===== config.mk =====
export PLATFORM = sky130hd
export DESIGN_NAME = serial_tx
export DESIGN_NICKNAME = d
export VERILOG_FILES = /design/src/rtl/serial_tx.sv
export SDC_FILE = /design/constraint.sdc
export NUM_CORES = 1
export LEC_CHECK = 0
export ABC_AREA = 1
export BUFFER_PORTS_ARGS = -buffer_cell sky130_fd_sc_hd__buf_2
export CAP_MARGIN = 30
export CORE_MARGIN = 2
export CORE_UTILIZATION = 51
export DETAILED_ROUTE_END_ITERATION = 7
export GPL_ROUTABILITY_DRIVEN = 0
export PLACE_DENSITY = 0.74
export SLEW_MARGIN = 20
export SYNTH_ARGS = -nofsm -noshare
export SYNTH_HDL_FRONTEND = slang
export SYNTH_SLANG_ARGS = --single-unit
export TNS_END_PERCENT = 30

===== constraint.sdc =====
create_clock -name CLK -period 1.6 [get_ports CLK]
set_clock_uncertainty 0.05 [all_clocks]
set_input_delay 0.24 -clock CLK [delete_from_list [all_inputs] [get_ports CLK]]
set_output_delay 0.24 -clock CLK [all_outputs]
set_load 0.01 [all_outputs]

===== src/rtl/serial_tx.sv =====
// ---------------------------------------------------------------------------
// serial_tx
//   Parallel-in, serial-out frame transmitter. A DATA_W-bit word is accepted
//   through a valid/ready handshake and sent on a single line, which idles
//   high. Frame: start bit (0), data LSB first, optional even parity bit,
//   stop bit (1). Each bit is held for CLKS_PER_BIT clocks.
//
// Handshake: a word transfers at a rising CLK edge where TxValid=1 and
//   TxReady=1. TxReady is high only while idle. TxData and TxValid are
//   ignored while a frame is in progress.
//
// Ports:
//   CLK        in   system clock, rising edge
//   Reset      in   synchronous, active-high reset (aborts any frame)
//   TxData     in   [DATA_W] word to send, sampled only at acceptance
//   TxValid    in   producer has a word on TxData
//   TxReady    out  block can accept a word this cycle (registered)
//   TxOut      out  serial line (registered)
//   Busy       out  frame in progress (registered)
//   dbg_state  out  [3] current FSM state, for observation only
// ---------------------------------------------------------------------------
module serial_tx #(
    parameter int DATA_W       = 8,
    parameter int CLKS_PER_BIT = 4,
    parameter int PARITY_EN    = 1
) (
    input  logic              CLK,
    input  logic              Reset,
    input  logic [DATA_W-1:0] TxData,
    input  logic              TxValid,
    output logic              TxReady,
    output logic              TxOut,
    output logic              Busy,
    output logic [2:0]        dbg_state
);

    generate
        if (DATA_W < 1 || DATA_W > 16) begin : g_bad_data_w
            $error("serial_tx: DATA_W must be in 1..16");
        end
        if (CLKS_PER_BIT < 1 || CLKS_PER_BIT > 256) begin : g_bad_clks
            $error("serial_tx: CLKS_PER_BIT must be in 1..256");
        end
        if (PARITY_EN < 0 || PARITY_EN > 1) begin : g_bad_parity
            $error("serial_tx: PARITY_EN must be 0 or 1");
        end
    endgenerate

    localparam int CNT_W = $clog2(CLKS_PER_BIT) + 1;
    localparam int BIT_W = $clog2(DATA_W) + 1;
    localparam logic [CNT_W-1:0] BAUD_LAST = CNT_W'(CLKS_PER_BIT - 1);
    localparam logic [BIT_W-1:0] BIT_LAST  = BIT_W'(DATA_W - 1);

    typedef enum logic [2:0] {
        IDLE   = 3'd0,
        START  = 3'd1,
        DATA   = 3'd2,
        PARITY = 3'd3,
        STOP   = 3'd4
    } state_t;

    state_t            state, state_n;
    logic [CNT_W-1:0]  baud, baud_n;
    logic [BIT_W-1:0]  idx, idx_n;
    logic [DATA_W-1:0] shreg, shreg_n, shreg_shift;
    logic              par, par_n;
    logic              tx_n, busy_n, ready_n;
    logic              bit_end;

    assign dbg_state   = state;
    assign bit_end     = (baud == BAUD_LAST);
    assign shreg_shift = shreg >> 1;

    // Outputs are computed one cycle ahead and registered, so TxOut only
    // moves on the edge that closes a bit period.
    always_comb begin
        state_n = state;
        baud_n  = baud;
        idx_n   = idx;
        shreg_n = shreg;
        par_n   = par;
        tx_n    = TxOut;
        busy_n  = Busy;
        ready_n = TxReady;

        if (state != IDLE) begin
            baud_n = bit_end ? '0 : baud + 1'b1;
        end

        case (state)
            IDLE: begin
                tx_n    = 1'b1;
                busy_n  = 1'b0;
                ready_n = 1'b1;
                if (TxValid && TxReady) begin
                    shreg_n = TxData;
                    par_n   = ^TxData;
                    baud_n  = '0;
                    idx_n   = '0;
                    state_n = START;
                    tx_n    = 1'b0;
                    busy_n  = 1'b1;
                    ready_n = 1'b0;
                end
            end
            START: begin
                if (bit_end) begin
                    state_n = DATA;
                    idx_n   = '0;
                    tx_n    = shreg[0];
                end
            end
            DATA: begin
                if (bit_end) begin
                    if (idx == BIT_LAST) begin
                        if (PARITY_EN != 0) begin
                            state_n = PARITY;
                            tx_n    = par;
                        end else begin
                            state_n = STOP;
                            tx_n    = 1'b1;
                        end
                    end else begin
                        // Next bit is always the LSB of the shifted word.
                        idx_n   = idx + 1'b1;
                        shreg_n = shreg_shift;
                        tx_n    = shreg_shift[0];
                    end
                end
            end
            PARITY: begin
                if (bit_end) begin
                    state_n = STOP;
                    tx_n    = 1'b1;
                end
            end
            STOP: begin
                if (bit_end) begin
                    state_n = IDLE;
                    tx_n    = 1'b1;
                    busy_n  = 1'b0;
                    ready_n = 1'b1;
                end
            end
            default: begin
                state_n = IDLE;
                tx_n    = 1'b1;
                busy_n  = 1'b0;
                ready_n = 1'b1;
            end
        endcase
    end

    always_ff @(posedge CLK) begin
        if (Reset) begin
            state   <= IDLE;
            baud    <= '0;
            idx     <= '0;
            shreg   <= '0;
            par     <= 1'b0;
            TxOut   <= 1'b1;
            Busy    <= 1'b0;
            TxReady <= 1'b1;
        end else begin
            state   <= state_n;
            baud    <= baud_n;
            idx     <= idx_n;
            shreg   <= shreg_n;
            par     <= par_n;
            TxOut   <= tx_n;
            Busy    <= busy_n;
            TxReady <= ready_n;
        end
    end

endmodule


==> results of run 1 <==
## what timing repair did
item / 4_1_cts / 5_1_grt
setup endpoints to repair: 8 / 11
setup buffers: 1 / 1
gates resized for setup: 0 / 10
endpoints found under the hold margin: 0 / 0
pin swaps: 1 / 1
## critical path, stage by stage, from the launching register on
cell and delay [ns]:
dfxtp_2 0.37, ha_2 0.20, nand2_2 0.08, nor2_4 0.17
nor2_4 0.07, o21bai_4 0.15, buf_12 0.14, nand2_1 0.05
nand2_1 0.07, nor2_2 0.04
## per-stage QoR
| step | area, um2 | hold WS [ns] | utilization (%) | std cells |
|---|---|---|---|---|
| floorplan | 1376 | 0.2889 | - | 217 |
| global placement | 1484 | 0.4064 | 58.83 | 262 |
| detailed placement | 1484 | 0.4112 | 58.83 | 262 |
| CTS | 1526 | 0.1577 | 60.52 | 266 |
| global route | 1564 | 0.1651 | 62.00 | 267 |
| finish | 1564 | 0.1653 | 62.00 | 267 |
## power by group through the flow
| stage | Combinational [mW] | Clock [mW] | Sequential, mW |
|---|---|---|---|
| 4_1_cts | 1.42 | 0.262 | 0.806 |
| 5_1_grt | 1.65 | 0.285 | 0.831 |
| 3_3_place_gp | 1.33 | 0 | 0.813 |
| 3_5_place_dp | 1.33 | 0 | 0.821 |
| 2_1_floorplan | 1.10 | 0 | 0.823 |
| 6_report | 1.44 | 0.247 | 0.812 |
## cell families (layout without fill, tap and decap cells)
family                     count (synthesis)  count (layout)  share of synthesized area (%)
DFF                                       22              22                          32.00
buffers and inverters                     34              54                          11.09
and+or+nand+nor                          132             132                          42.64
xor gates and xnor gates                   2               2                          1.273
AOI/OAI and AO/OA                         25              25                          11.18
adders and majority gates                  2               2                          1.818
## flip-flops by register name, summed over array words and instances, names as in the netlist
name / count
shreg: 8
idx: 4
baud: 3
dbg_state: 3
Busy: 1
TxOut: 1
TxReady: 1
par: 1
## path summary, 6_finish.rpt
check | from | endpoint | slack, ns | cells after the start
setup / recovery | idx[1]$_SDFFE_PP0P_ | shreg[0]$_SDFFE_PP0P_ | 0.11 | 9
hold / removal | TxData[7] | shreg[7]$_SDFFE_PP0P_ | 0.17 | 3
hold reg to reg | baud[1]$_SDFF_PP0_ | baud[1]$_SDFF_PP0_ | 0.42 | 2
setup reg to reg | idx[1]$_SDFFE_PP0P_ | shreg[0]$_SDFFE_PP0P_ | 0.11 | 9
## layout make-up
| cell class | instances | share of cell area, % |
|---|---|---|
| multi-input combinational | 161 | 51.84 |
| sequential | 22 | 28.32 |
| timing repair buffer | 23 | 9.280 |
| inverter | 28 | 6.720 |
| tap | 30 | 2.400 |
| clock buffer | 3 | 1.440 |
## layout by cell type (no fill, tap or decap), drive strengths merged
cell,n
nand3b,1
dfxtp,22
a211oi,1
clkbuf,3
nor3,2
xnor2,1
nand3,14
nand2,80
buf,23
ha,2
nor2,34
inv,28
a21oi,11
o211ai,1
o21ai,9
o21bai,1
xor2,1
nand4,1
o21a,1
a41oi,1
## metal layers
layer,GRT usage (%),part of all wire (%),up-vias
met5,0,0,-
met4,6.122,0.63,0
met3,3.023,2.6,2
met2,34.52,47,15
met1,25.65,50,534
li1,-,-,714
==> metrics.yaml, run 1 <==
pwr:
  power.density_nw_per_um2: 1600
  p_seq_share_pct: 32.5
  swShare_pct: 45.73
  p_comb_share_pct: 57.7
  internal-power_mw: 1.358
  leakage_nw: 0.8078
  p_total_mw: 2.502
  ir_worst_vdd_uv: 1160
  clkPwrFrac_pct: 9.9
  power_switching_mw: 1.144
routing:
  routedWlPerCell_um: 10.10
  firstDrtPassIters: 4
  ant_nets: 0
  vias: 1265
  viasPerCell: 4.738
  drtIter0Drc: 52
  wirelength_um: 2697
  drc: 0
placement:
  hpwlAfterDp_um: 2055
  io_buffer_count: 16
  place_ws_ns: -0.01169
clock_tree:
  htree_num_levels: 1
  clk_pin_slew_worst_paths_ns: 0.12
  cts_tree: "yes"
  cts_hold_buf: 0
  numCtsBuffers: 3
  clock_path_buffers: 2
  clock_sinks: 22
  insertion_delay_ns: 0.30
  clockRootBuffer: "clkbuf_4"
sta:
  maxSlewHeadroom_pct: 74.74
  fmax_ghz: 0.6701
  slew_violations: 0
  hold_viol: 0
  min_period_ns: 1.492
  worstMarginPinSlew_ns: 0.3749
  fin_crit_sh_pct: 93.26
  tns_ns: 0
  setup_ws_ns: 0.1078
  setup_violations: 0
  rsz0062_at_grt: "yes"
die:
  core_area_um2: 2522
  fp.dieW_um: 55.95
  start_util_pct: 54.56
  die_h_um: 55.95
  rows: 18
  dieArea_um2: 3130
  ios: 17
synthesis:
  synth_common_cells: "nand2_1 (78), nor2_1 (27), inv_1 (25)"
  synth.largest_area_cell: "dfxtp_1"
  synth_cell_types: 30
  synth_most_common_cell: "nand2_1"
  synth_ff_type: "dfxtp_1"
  synth_cells: 217
  async_flop_share_pct: 0
  seq_area_frac_synth_pct: 32.00
  syn_area_um2: 1376
  synth_top_area_share_pct: 32.00
  synth_area_leaders: "dfxtp_1 (32%), nand2_1 (21%), nor2_1 (7.4%), inv_1 (6.8%), nand3_1 (4.7%)"
  yosys_warnings: 0
  synth_area_per_cell_um2: 6.342
  synth_edf_count: 0
  synth_nets: 230
  synth_seq_cells: 22
setup_path:
  crit_path_start_kind: "register"
  crit_fanout: 15
  worst_setup_path_end_kind: "register"
  cp.arrival_ns: 1.65
  worstSetupPathType: "reg -> reg"
  required_ns: 1.75
status:
  status: "completed"
hold_path:
  hold_path.class: "in -> reg"
global_routing:
  antenna_found_initial: 0
  grt_pass1_vias: 1225
  grt_usage_pct: 19.97
  grt_max_degree: 16
  globalRouteOverflowTotal: 0
  grt_pass1_wl_um: 5071
finish:
  n_antenna_cell: 0
  nets: 252
  drive_above_1_share_pct: 19.83
  regArea_um2: 442.9
  multi_input_area_um2: 810.8
  area_delta_synth_final_pct: 13.64
  nFillCells: 258
run:
  cap_violations: 0
Power figures use the tool's default switching activity.
==> run 2, diff against run 1 <==
- ABC_CLOCK_PERIOD_IN_PS: default -> 1600
- RECOVER_POWER: default -> 50
==> metrics.yaml, run 2 (synthesis gave the netlist of run 1 again) <==
status:
  status: "completed"
finish:
  drive_above_1_share_pct: 18.14
  layout_common_cells: "nand2_1 (77), inv_1 (25), nor2_1 (25)"
  largest-register: "shreg"
  nFillCells: 258
  reg_top3: "shreg (8), idx (4)"
  fin_cells: 267
  area_delta_synth_final_pct: 13.27
  nets: 252
  n_antenna_cell: 0
  final_common_cell: "nand2_1"
  largest_register_ffs: 8
setup_path:
  crit_fanout: 15
  critPathBufInv: 1
  worst_setup_path_end_kind: "register"
  crit_path_start_kind: "register"
  cp.arrival_ns: 1.65
  crit_family: "simple AND/OR/NAND/NOR gates"
  crit_path_max_incr_delay_ns: 0.37
  cp_cell_sequence: "ha_2 -> nand2_2 -> nor2_4 -> nor2_4 -> o21bai_4 -> buf_12 -> nand2_1 -> nand2_1 -> nor2_2"
  worstSetupPathType: "reg -> reg"
  required_ns: 1.75
  critPathSlowestCell: "dfxtp_2"
placement:
  place_ws_ns: -0.01169
  hpwlAfterDp_um: 2055
  io_buffer_count: 16
  dp_cells: 262
die:
  rows: 18
  die_h_um: 55.95
  start_util_pct: 54.56
  core_area_um2: 2522
  dieArea_um2: 3130
  ios: 17
  fp.dieW_um: 55.95
routing:
  firstDrtPassIters: 4
  drc: 0
  wirelength_um: 2691
  vias: 1269
  viasPerCell: 4.753
  routedWlPerCell_um: 10.08
  ant_nets: 0
  drtIter0Drc: 53
sta:
  hold_viol: 0
  setup_ws_ns: 0.1081
  worstMarginPinSlew_ns: 0.3747
  min_period_ns: 1.492
  fmax_ghz: 0.6703
  setup_violations: 0
  rsz0062_at_grt: "yes"
  maxSlewHeadroom_pct: 74.76
  hold_slack_ns: 0.1656
  fin_crit_sh_pct: 93.25
  slew_violations: 0
pwr:
  internal-power_mw: 1.347
  ir_worst_vdd_uv: 1158
  swShare_pct: 45.96
  p_total_mw: 2.492
  p_seq_share_pct: 32.6
  leakage_nw: 0.7967
  clkPwrFrac_pct: 9.9
  p_comb_share_pct: 57.4
  power_switching_mw: 1.145
  power.density_nw_per_um2: 1598
clock_tree:
  cts_tree: "yes"
  clock_path_buffers: 2
  clockRootBuffer: "clkbuf_4"
  insertion_delay_ns: 0.30
  clk_pin_slew_worst_paths_ns: 0.12
  numCtsBuffers: 3
  clock_sinks: 22
  cts_hold_buf: 0
  htree_num_levels: 1
global_routing:
  grt_pass1_vias: 1225
  grt_pass1_wl_um: 5071
  globalRouteOverflowTotal: 0
  grt_max_degree: 16
  antenna_found_initial: 0
  grt_usage_pct: 19.97
run:
  cap_violations: 0
hold_path:
  hold_path.class: "in -> reg"
[run 2: cell types whose count changed in the layout (fill, tap and decap cells not counted)]
cell and change:
buf_2 -4, clkbuf_1 +4
[run 2: cell type report]
cell class | instances | area (um2) | share of cell area [%]
multi-input combinational | 161 | 810.8 | 52.01
inverter | 28 | 105.1 | 6.742
tap | 30 | 37.54 | 2.408
timing repair buffer | 23 | 140.1 | 8.989
sequential | 22 | 442.9 | 28.41
clock buffer | 3 | 22.52 | 1.445
[run 2: what timing repair did]
| item | 4_1_cts | 5_1_grt |
|---|---|---|
| buffers inserted | 1 | 1 |
| pin swaps | 1 | 1 |
| setup endpoints to repair | 8 | 11 |
| gates resized for setup | 0 | 10 |
[run 2: stage by stage]
step	utilization (%)	TNS [ns]	area [um2]
after CTS	60.52	0	1526
final	61.81	0	1559
after detailed placement	58.83	-0.03439	1484
after global placement	58.83	0	1484
after floorplan	-	0	1376
after global routing	61.81	-0.02741	1559
[run 2: worst paths after layout]
check / from / end / slack, ns / cells after the start
max reg2reg: idx[1]$_SDFFE_PP0P_ / shreg[0]$_SDFFE_PP0P_ / 0.11 / 9
min: TxData[7] / shreg[7]$_SDFFE_PP0P_ / 0.17 / 3
min reg2reg: Busy$_SDFFE_PP0P_ / Busy$_SDFFE_PP0P_ / 0.42 / 2
max: idx[1]$_SDFFE_PP0P_ / shreg[0]$_SDFFE_PP0P_ / 0.11 / 9
[run 2: tightest hold or removal path, stage by stage]
cell,delay (ns)
buf_2,0.11
nand3_1,0.07
a21oi_1,0.06
[run 2: power groups by stage]
stage / sequential [mW] / clock (mW) / combinational, mW
global route: 0.833 / 0.285 / 1.64
CTS: 0.806 / 0.262 / 1.42
detailed placement: 0.821 / 0 / 1.33
finish: 0.813 / 0.247 / 1.43
floorplan: 0.823 / 0 / 1.10
global placement: 0.813 / 0 / 1.33
[run 2: routing by layer]
metal	vias to the layer above	track usage [%]	wire [um]
li1	714	-	-
met1	532	25.65	1326
met2	21	34.52	1266
met3	2	3.023	80
met4	0	6.122	17
met5	-	0	0
